<file path="src/rtl/axi4_slave_mult_wrapper.sv">
// AXI4-style slave around an iterative shift-add multiplier: burst writes load
// operands a/b, a good write to b starts a multiply, bursts read the product.
module axi4_slave_mult_wrapper #(
  parameter int SZ  = 32,
  parameter int ASZ = 2,
  parameter int DSZ = 8
) (
  input  logic             _rst,
  input  logic             clk,
  input  logic [ASZ-1:0]   awaddr,
  input  logic             awvalid,
  output logic             awready,
  input  logic [DSZ-1:0]   wdata,
  input  logic             wvalid,
  input  logic             wlast,
  output logic             wready,
  output logic             bresp,
  output logic             bvalid,
  input  logic             bready,
  input  logic [ASZ-1:0]   araddr,
  input  logic             arvalid,
  output logic             arready,
  output logic [DSZ-1:0]   rdata,
  output logic             rvalid,
  output logic             rlast,
  output logic             rresp,
  input  logic             rready,
  output logic [SZ-1:0]    a_q,
  output logic [SZ-1:0]    b_q,
  output logic [2*SZ-1:0]  res,
  output logic             busy,
  output logic [1:0]       w_state_dbg,
  output logic             r_state_dbg
);

  // Handshakes: a transfer happens on the rising edge where valid and ready
  // are both high; valid never waits on ready, and ready may depend on state.
  localparam int NB  = SZ / DSZ;
  localparam int CW  = $clog2(NB + 1);
  localparam int RB  = 2 * SZ / DSZ;
  localparam int RCW = $clog2(RB);
  localparam int MCW = $clog2(SZ);
  localparam logic [CW-1:0] NB_C   = CW'(NB);
  localparam logic [CW-1:0] LAST_C = CW'(NB - 1);

  typedef enum logic [1:0] {W_IDLE, W_DATA, W_RESP} w_state_t;
  typedef enum logic {R_IDLE, R_DATA} r_state_t;

  w_state_t w_state, w_next;
  r_state_t r_state, r_next;

  logic [ASZ-1:0]   w_addr;
  logic [CW-1:0]    w_cnt;
  logic             w_err;
  logic             aw_hs, w_hs, start;
  logic             ar_hs, r_hs;
  logic [2*SZ-1:0]  r_snap;
  logic [RCW-1:0]   r_cnt;
  logic [2*SZ-1:0]  m_acc, m_cand, m_sum;
  logic [SZ-1:0]    m_plier;
  logic [MCW-1:0]   m_cnt;

  assign w_state_dbg = w_state;
  assign r_state_dbg = r_state;

  // ---------------- write channel ----------------
  always_ff @(posedge clk or negedge _rst) begin
    if (!_rst) w_state <= W_IDLE;
    else       w_state <= w_next;
  end

  always_comb begin
    w_next  = w_state;
    awready = 1'b0;
    wready  = 1'b0;
    bvalid  = 1'b0;
    bresp   = 1'b0;
    case (w_state)
      W_IDLE: begin
        awready = ~busy;
        if (awvalid && !busy) w_next = W_DATA;
      end
      W_DATA: begin
        wready = 1'b1;
        if (wvalid && wlast) w_next = W_RESP;
      end
      W_RESP: begin
        bvalid = 1'b1;
        bresp  = ~w_err;
        if (bready) w_next = W_IDLE;
      end
      default: w_next = W_IDLE;
    endcase
  end

  assign aw_hs = awvalid && awready;
  assign w_hs  = wvalid && wready;
  assign start = bvalid && bready && (w_addr == ASZ'(1)) && !w_err;

  // Beat counter saturates at NB so any surplus beat is both dropped and flagged.
  always_ff @(posedge clk or negedge _rst) begin
    if (!_rst) begin
      w_addr <= '0;
      w_cnt  <= '0;
      w_err  <= 1'b0;
      a_q    <= '0;
      b_q    <= '0;
    end else begin
      if (aw_hs) begin
        w_addr <= awaddr;
        w_cnt  <= '0;
        w_err  <= (awaddr > ASZ'(1));
      end
      if (w_hs) begin
        for (int k = 0; k < NB; k++) begin
          if (w_cnt == CW'(k)) begin
            if (w_addr == ASZ'(0)) a_q[k*DSZ +: DSZ] <= wdata;
            if (w_addr == ASZ'(1)) b_q[k*DSZ +: DSZ] <= wdata;
          end
        end
        if (w_cnt != NB_C) w_cnt <= w_cnt + CW'(1);
        if (w_cnt == NB_C || (wlast && w_cnt != LAST_C)) w_err <= 1'b1;
      end
    end
  end

  // ---------------- multiplier ----------------
  assign m_sum = m_acc + (m_plier[0] ? m_cand : '0);

  // One partial product per busy cycle; res only moves on the final iteration.
  always_ff @(posedge clk or negedge _rst) begin
    if (!_rst) begin
      busy    <= 1'b0;
      res     <= '0;
      m_acc   <= '0;
      m_cand  <= '0;
      m_plier <= '0;
      m_cnt   <= '0;
    end else if (start) begin
      busy    <= 1'b1;
      m_acc   <= '0;
      m_cand  <= {{SZ{1'b0}}, a_q};
      m_plier <= b_q;
      m_cnt   <= '0;
    end else if (busy) begin
      m_acc   <= m_sum;
      m_cand  <= m_cand << 1;
      m_plier <= m_plier >> 1;
      m_cnt   <= m_cnt + MCW'(1);
      if (m_cnt == MCW'(SZ - 1)) begin
        busy <= 1'b0;
        res  <= m_sum;
      end
    end
  end

  // ---------------- read channel ----------------
  always_ff @(posedge clk or negedge _rst) begin
    if (!_rst) r_state <= R_IDLE;
    else       r_state <= r_next;
  end

  always_comb begin
    r_next  = r_state;
    arready = 1'b0;
    rvalid  = 1'b0;
    case (r_state)
      R_IDLE: begin
        arready = ~busy;
        if (arvalid && !busy) r_next = R_DATA;
      end
      R_DATA: begin
        rvalid = 1'b1;
        if (rready && rlast) r_next = R_IDLE;
      end
      default: r_next = R_IDLE;
    endcase
  end

  assign ar_hs = arvalid && arready;
  assign r_hs  = rvalid && rready;

  // rdata/rlast are registered and only move on a beat handshake, so they stay
  // stable while the master stalls.
  always_ff @(posedge clk or negedge _rst) begin
    if (!_rst) begin
      r_snap <= '0;
      r_cnt  <= '0;
      rdata  <= '0;
      rlast  <= 1'b0;
      rresp  <= 1'b0;
    end else if (ar_hs) begin
      r_snap <= res >> DSZ;
      r_cnt  <= '0;
      rresp  <= (araddr == ASZ'(0));
      rdata  <= (araddr == ASZ'(0)) ? res[DSZ-1:0] : '0;
      rlast  <= 1'b0;
    end else if (r_hs) begin
      if (rlast) begin
        rdata <= '0;
        rlast <= 1'b0;
        rresp <= 1'b0;
      end else begin
        r_snap <= r_snap >> DSZ;
        rdata  <= rresp ? r_snap[DSZ-1:0] : '0;
        r_cnt  <= r_cnt + RCW'(1);
        rlast  <= (r_cnt == RCW'(RB - 2));
      end
    end
  end

endmodule

</file>
<file path="config.mk">
export PLATFORM = sky130hd
export DESIGN_NAME = axi4_slave_mult_wrapper
export DESIGN_NICKNAME = d
export VERILOG_FILES = /design/src/rtl/axi4_slave_mult_wrapper.sv
export SDC_FILE = /design/constraint.sdc
export NUM_CORES = 1
export LEC_CHECK = 0
export CAP_MARGIN = 40
export CORE_AREA = 2 2 207 209
export CTS_BUF_LIST = sky130_fd_sc_hd__clkbuf_4 sky130_fd_sc_hd__clkbuf_8
export DETAILED_ROUTE_END_ITERATION = 10
export DIE_AREA = 0 0 209 211
export HOLD_SLACK_MARGIN = 0.15
export PLACE_DENSITY = 0.66
export SLEW_MARGIN = 20
export SYNTH_ARGS = -nofsm -noshare
export SYNTH_HDL_FRONTEND = slang
export SYNTH_SLANG_ARGS = --single-unit
</file>
<file path="constraint.sdc">
create_clock -name clk -period 3.5 [get_ports clk]
set_clock_uncertainty 0.05 [all_clocks]
set_input_delay 0.7 -clock clk [delete_from_list [all_inputs] [get_ports clk]]
set_output_delay 0.7 -clock clk [all_outputs]
set_load 0.02 [all_outputs]
</file>
==> out/results.txt, run 1 <==
After layout, the minimum clock period comes to 3.41 ns. The tools report the clock buffer count from CTS as 67. The worst setup path is captured at a flip-flop.

For the number of antenna violations at the first check in global routing, the log shows 0. The placed instances occupy a cell area of 22,500 sq um. The area growth from synthesis to layout came out at 22.1%. Fraction of post-synthesis cell area in the top cell type by area: 0.470. In this run the critical register-to-register path is captured at res[63].

Synthesis produced a netlist whose cell count is 2,042. In this run the worst path has a maximum fanout of 38. In the routed design, unresolved DRC markers number 0. The share of synthesized area occupied by flip-flops and latches was 0.470. The startpoint identified for the worst register-to-register timing path is m_plier[0]. The completed layout was analyzed and its total power is 27.8 mW. Entering global routing, the biggest net connects 126 pins. Class of the most critical hold timing path: reg -> reg. The worst setup path is of the reg -> reg kind. The placer congestion estimate was 0.920; the floorplan die width was 209 um. Setup total negative slack on the finished layout was measured at 0 ns.

The die covers 44,100 sq um. At the worst endpoint, the arrival time is 3.84 ns. The level count of the clock H-tree is 3, and the average wire per cell in the routed design is 19.9 um. The clock passes through at most 3 buffers. In the synthesized netlist the dominant register cell turns out to be sky130_fd_sc_hd__dfrtp_1. The end of the critical path was res[63]. The starting utilization of the core area came out at 0.474. The synthesized design contains 372 register bits. The final instance area was 24,200 sq um; the via total after detailed routing was 16,029. The aggregate global routing overflow is 0. The number of hold violations in the final report is 0.

For this design the ratio of total power to cell area is 1150 nW/um^2. Once placement completed, the tool counted placed cells totaling 2,718. For this design the static power due to leakage is 10.2 nW. The post-synthesis area per instance is 9.69 sq um.

The proportion of register bits with asynchronous set or reset after synthesis works out to 1.00. The synthesized netlist occupies a cell area of 19,800 sq um. The leading area contributor after synthesis is sky130_fd_sc_hd__dfrtp_1. The region available for standard cell placement spans 41,800 sq um. The first global-routing pass estimated 90,000 um of wire.

After synthesis, the netlist uses 78 different library cells. For the via count of the first global-routing pass, the log shows 15,909. TritonCTS built the clock tree. The logs give 40,800 um for the sum of net half-perimeters after detailed placement and 0.293 GHz for the achievable frequency.

The sink count of the clock tree was 372; the number of vias per cell was 5.64. The run finished with clean final reports. The run gives 0.579 as the utilization of the core after routing. The data required time of the worst path was 3.93 ns; the count of inserted antenna diode cells was 0. Setup repair after global routing could not meet its margin everywhere. The later pin in the worst-skew pair is clocked with a latency of 0.66 ns.

Max-cap violations in this run came to 0. The worst setup slack before clock tree synthesis was -0.0969 ns. The period utilization works out to 0.975. Once layout is complete, the cells apart from fillers number 2,842. The tree is rooted in a sky130_fd_sc_hd__clkbuf_8.

Wires add up to 56,400 um. When the netlist entered floorplanning its net count stood at 2,135. Across all setup checks in the final design, the least slack found is 0.0890 ns. The detailed router finished its first iteration with 1,264 violations. Before antenna repair, the detailed router went through 5 iterations.

For this design the top-level I/O count stands at 168. Clock-pin slew was measured on the worst setup and hold paths at 0.06 ns. The overall die height works out to 211 um.

The fraction of final layout cells sized beyond drive strength 1 is 0.161, and the combined global-route utilization of all metal layers is 0.261. Hold is met by 0.452 ns. The count of endpoints failing setup in the final report was 0; the synthesis warning total was 0. The count of cells along the worst register-to-register path was 13. STA classifies the critical path startpoint as a flip-flop. Ranked by total cell area, the synthesized netlist is headed by sky130_fd_sc_hd__dfrtp_1 (47%), sky130_fd_sc_hd__mux2i_1 (7.3%), sky130_fd_sc_hd__nand2_1 (6.4%). At the end of the flow, the number of nets in the layout was 2,347.

The worst-case IR drop observed on VDD is 0.519 mV. Once detail routing completed, the nets flagged for antenna violations numbered 0. Tracing the worst setup path back leads to its startpoint at m_plier[0]. In this run the core area contains 75 standard-cell rows. The number of pins with negative max-slew slack in the final report is 0, and the slew of the pin with the lowest slew margin is 0.745 ns. The headroom to the max-slew limit was 0.501. Counting flops with a built-in enable in the synthesized netlist gives 0.

Buffers placed on the I/O ports in this run total 167. The register-to-register path setup slack was 0.09 ns.
-- synth_stat cells (all sizes together), types with 11 or more instances --
cell type  count
and3          15
xor2          16
clkbuf        91
o21bai        23
o21a          14
ha            72
a21o          40
nor3          15
inv           26
dfrtp        372
buf           29
or3           11
and2          72
mux2i        145
nor2         196
a21oi         86
xnor2         45
o21ai        124
mux2          91
nand4         26
nand3         39
a31oi         60
nand2        338
-- final cells by class --
type                            count  area [sq um]
Fill cell                        3672         17600
Multi-Input combinational cell   1523         10200
Sequential cell                   372          9310
Timing Repair Buffer              263          2500
Clock buffer                      108          1290
Tap cell                          539           674
Clock inverter                     10           120
Inverter                           27           101
-- critical path: stages, from the launching register on --
cell,delay (ns)
sky130_fd_sc_hd__dfrtp_1,0.40
sky130_fd_sc_hd__buf_12,0.17
sky130_fd_sc_hd__and2_1,0.16
sky130_fd_sc_hd__ha_1,0.36
sky130_fd_sc_hd__a21o_1,0.20
sky130_fd_sc_hd__o21bai_1,0.20
sky130_fd_sc_hd__a221o_1,0.31
sky130_fd_sc_hd__a21o_1,0.21
sky130_fd_sc_hd__a22oi_2,0.23
sky130_fd_sc_hd__a21oi_4,0.11
sky130_fd_sc_hd__or4_1,0.50
sky130_fd_sc_hd__nand4_1,0.13
sky130_fd_sc_hd__xor2_1,0.16
sky130_fd_sc_hd__o21ai_1,0.07
-- kinds of logic (layout without fill, tap and decap cells) --
kind of cell,after synthesis,count (layout),synth area share
and+or+nand+nor,737,737,0.165
AOI/OAI and AO/OA,416,416,0.137
DFF,372,372,0.470
muxes,236,236,0.125
buffers and inverters,147,408,0.0290
adders and majority gates,73,73,0.0465
xor gates and xnor gates,61,61,0.0270
-- sequential cells by signal (all words and copies together) (netlist names), 2 cells and up --
name,cells
a_q,32
b_q,32
m_acc,64
m_cand,64
m_cnt,5
m_plier,32
r_cnt,3
r_snap,56
rdata,8
res,64
w_addr,2
w_cnt,3
w_state_dbg,2
-- power by group --
| part | switching (mW) | total, mW | internal [mW] |
|---|---|---|---|
| clock | 1.86 | 4.29 | 2.43 |
| sequential | 1.33 | 7.23 | 5.90 |
| combinational | 9.27 | 16.3 | 7.06 |
| total | 12.5 | 27.8 | 15.4 |
-- how the worst min path moves through the flow --
stage                   start        end  slack (ns)  depth (start not counted)
CTS                 m_acc[18]  m_acc[18]        0.45                          2
global route            w_err      w_err        0.47                          2
finish                  w_err      w_err        0.45                          2
detailed placement  m_acc[18]  m_acc[18]        0.43                          2
floorplan                _rst     a_q[0]        0.35                          0
global placement        w_err      w_err        0.41                          2
-- per-layer routing --
metal	track usage	share of wire	vias to the layer above
met5	0	0	-
li1	-	-	7559
met3	0.0565	0.071	74
met4	0.0823	0.021	0
met1	0.389	0.48	7881
met2	0.378	0.43	515
-- timing repair --
item,4_1_cts,5_1_grt
hold buffers,1,0
endpoints found under the setup margin,7,43
pin swaps,1,10
buffers inserted,1,2
gates resized for setup,4,37
hold endpoints to repair,59,0
-- placed cells by master (no fill, tap or decap), types with 7 or more instances in the layout --
cell type	n
sky130_fd_sc_hd__o21ai_0	107
sky130_fd_sc_hd__clkbuf_4	32
sky130_fd_sc_hd__and3_1	14
sky130_fd_sc_hd__buf_4	83
sky130_fd_sc_hd__or3_1	11
sky130_fd_sc_hd__a21o_1	40
sky130_fd_sc_hd__dfrtp_1	371
sky130_fd_sc_hd__ha_1	64
sky130_fd_sc_hd__o21a_1	14
sky130_fd_sc_hd__buf_12	8
sky130_fd_sc_hd__and2_1	70
sky130_fd_sc_hd__clkdlybuf4s50_1	166
sky130_fd_sc_hd__clkbuf_8	77
sky130_fd_sc_hd__nor3_1	13
sky130_fd_sc_hd__inv_1	26
sky130_fd_sc_hd__o21bai_1	22
sky130_fd_sc_hd__a21oi_2	8
sky130_fd_sc_hd__mux2_2	90
sky130_fd_sc_hd__nor2_1	194
sky130_fd_sc_hd__nand2_1	335
sky130_fd_sc_hd__a211oi_1	7
sky130_fd_sc_hd__a22o_1	9
sky130_fd_sc_hd__a31oi_1	58
sky130_fd_sc_hd__a221oi_1	8
sky130_fd_sc_hd__a21oi_1	74
sky130_fd_sc_hd__ha_4	7
sky130_fd_sc_hd__xor2_1	16
sky130_fd_sc_hd__nand4_1	26
sky130_fd_sc_hd__o21ai_1	12
sky130_fd_sc_hd__nand3_1	35
sky130_fd_sc_hd__xnor2_1	43
sky130_fd_sc_hd__mux2i_1	145
No activity file was read; power rests on OpenSTA's default activity.
==> run 2, diff against run 1 <==
- CTS_CLUSTER_DIAMETER: not set -> 150
==> results of run 2 <==
Final layout, timing and power as in run 1 (identical DEF).
==> run 3, diff against run 2 <==
- GPL_ROUTABILITY_DRIVEN: not set -> 0
- PLACE_DENSITY: 0.66 -> 0.7
==> run 3 against run 2 <==
The flow now finishes with violations (negative setup slack). Flip-flop and latch count stayed put. Core utilization is 0.16 points higher. Critical path depth stayed put. Clock power is 2% lower. Final area is 0.28% higher. Combinational power hardly changed. Wire length is 2.5% lower. Global-route usage is 1.5 points lower. Count of clock-buffer cells in the layout is 11 lower. Worst setup slack worse by 0.091 ns.
==> out/results.txt, run 3 (synthesized netlist as in run 1, its figures left out) <==
The slew of the pin with the lowest slew margin was 0.804 ns. In this run the standard cell core region covers 41,800 sq um. The number of standard cells in the layout, taps in and fillers out came out at 2,816.

The setup slack of the critical path after layout was -0.00180 ns. The run gives 121 as the largest net degree at the start of global routing. The logs give 8 for the iteration count of the initial detailed-routing pass and 0.0499 ns for the worst setup slack before clock tree synthesis. The sum of net half-perimeters after detailed placement was 38,900 um. Hold is met by 0.437 ns.

The class of the most critical hold timing path is reg -> reg. The count of cells along the worst register-to-register path works out to 13. The startpoint identified for the worst register-to-register timing path is m_plier[0]. The wire length of the first global-routing pass was 86,300 um.

Via count of the first global-routing pass: 15,680. 168 I/O pins were placed. The detail route stage leaves a number of antenna-violating nets equal to 0.

For the achievable frequency, the log shows 0.286 GHz. After detailed placement, the design holds a cell count of 2,684. Leaving out fill and tap cells, the most frequent cells in the layout are sky130_fd_sc_hd__dfrtp_1 (370), sky130_fd_sc_hd__nand2_1 (334), sky130_fd_sc_hd__nor2_1 (193). The minimum clock period after layout is 3.50 ns. Endpoint of the worst-slack reg-to-reg timing path: m_acc[63]. The level count of the clock H-tree was 2; the floorplan die width was 209 um. The net count of the finished layout is 2,319. Sink count of the clock tree: 372. The number of vias per cell is 5.74. Setup repair after global routing could not meet its margin everywhere. Clock tree synthesis inserted a total of 61 buffers.

The run gives 0 as the aggregate global routing overflow. The critical path launch point type is a flip-flop. The register-to-register path setup slack is -0.002 ns. The tools report the worst-case vdd ir drop as 0.515 mV. In the final routed layout, each cell accounts on average for 19.5 um. The tools report the combined global-route utilization of all metal layers as 0.246. 0 antenna diodes ended up in the layout. The number of hold violations in the final report is 0. The clock root buffer was sky130_fd_sc_hd__clkbuf_8. Clock-pin slew was measured on the worst setup and hold paths at 0.07 ns. No sink is reached through more buffers than the 3 on the longest clock path. The run gives 0.464 as the headroom to the max-slew limit. Leaving out fill and tap cells, the most frequent cell in the layout is sky130_fd_sc_hd__dfrtp_1. Clock latency on the worst-skew pair, taken at its later pin, is 0.71 ns. The category of the critical setup timing path was reg -> reg.

The tools report the number of DRC markers after the initial detailed-route iteration as 1,359. The worst hold path was traced through 2 stages. Data on the critical path is required at its endpoint by 4.06 ns. The tools report the number of antenna violations at the first check in global routing as 0. Starting utilization of the core area: 0.474.

The total die area is 44,100 sq um. Static power due to leakage: 10.2 nW. The count of endpoints failing setup in the final report came out at 1. After detailed routing, the number of remaining DRC violations is 0.

The period utilization works out to 1.00. The largest registers in the layout are m_acc (64), m_cand (64), res (64). The overall die height came out at 211 um. The area growth from synthesis to layout is 22.5%, and the maximum fanout along the worst path is 21.

STA classifies the critical path endpoint as a flip-flop. The fraction of final layout cells sized beyond drive strength 1 was 0.165. Port buffering added 167 buffers. The flow ran to the end, but the final reports show violations.

The tools report the via total after detailed routing as 16,151. TritonCTS built the clock tree. The end of the critical path was m_acc[63]. Wires add up to 55,000 um. The power per unit of standard cell area came out at 1150 nW/um^2. The data arrival at the endpoint of the critical path is 4.06 ns. For the total number of placement rows, the log shows 75. The final reports fail on negative setup slack. In this run the worst setup path begins at m_plier[0]. The run gives 0 as the number of pins with negative max-slew slack in the final report. Across the run, the number of max-cap violations was 0. The run gives 3,511 as the number of fillers in the final layout.
==> run 3: cell count changes in the layout (fill, tap and decap cells not counted), sizes merged <==
| cell | previous run | this run |
|---|---|---|
| inv | 29 | 28 |
| bufinv | 1 | 2 |
| clkinvlp | 2 | 1 |
| clkinv | 5 | 13 |
| buf | 95 | 71 |
| clkbuf | 109 | 100 |
==> run 3: power breakdown <==
part	leakage (nW)	internal (mW)	total, mW	switching [mW]
combinational	5.19	6.96	16.4	9.45
sequential	4.23	5.90	7.21	1.31
clock	0.738	2.35	4.20	1.85
==> run 3: timing repair <==
action,CTS,global route
endpoints found under the setup margin,3,54
resized for setup,1,82
endpoints found under the hold margin,85,0
setup buffers,1,11
pin swaps,4,30
cloned,0,2
hold buffers,1,0
==> run 3: critical path, stage by stage (launching register included) <==
cell and delay (ns):
sky130_fd_sc_hd__dfrtp_2 0.45, sky130_fd_sc_hd__buf_12 0.16, sky130_fd_sc_hd__buf_16 0.15, sky130_fd_sc_hd__and2_1 0.15, sky130_fd_sc_hd__ha_1 0.41, sky130_fd_sc_hd__nand2_1 0.16, sky130_fd_sc_hd__or3_4 0.42, sky130_fd_sc_hd__a211oi_4 0.31
sky130_fd_sc_hd__nand3_2 0.15, sky130_fd_sc_hd__a21oi_4 0.22, sky130_fd_sc_hd__or4_1 0.13, sky130_fd_sc_hd__nand4_1 0.14, sky130_fd_sc_hd__or3_1 0.36, sky130_fd_sc_hd__a21oi_2 0.12
==> run 3: per-stage QoR <==
step                      total power [mW]  instance area (sq um)   util  TNS (ns)
final                                 27.8                  24200  0.580  -0.00180
after global placement                21.7                  22200  0.532         0
after floorplan                       17.4                  19800      -         0
after CTS                             26.5                  23600  0.566         0
after global routing                  29.6                  24200  0.580    -0.703
after detailed placement              22.1                  22200  0.533         0
==> run 3: cell type report <==
class                           count  area (sq um)  area share
Tap cell                          539           674      0.0278
Multi-Input combinational cell   1523         10400       0.427
Sequential cell                   372          9310       0.384
Clock buffer                       97          1200      0.0494
Inverter                           27           101     0.00418
Timing Repair Buffer              241          2420      0.0997
Clock inverter                     17           185     0.00764
==> run 3: metal layers <==
layer  share of wire  vias to the layer above  track usage
met1            0.45                     7923        0.352
met5               0                        -            0
met2            0.45                      596        0.375
met4           0.029                        0       0.0788
met3           0.073                      114       0.0514
li1                -                     7518            -
==> run 3: worst min-delay path by stage <==
| stage | from | endpoint |
|---|---|---|
| floorplan | _rst | a_q[0] |
| global placement | w_err | w_err |
| detailed placement | w_err | w_err |
| CTS | w_err | w_err |
| global route | r_snap[52] | r_snap[52] |
| finish | w_err | w_err |
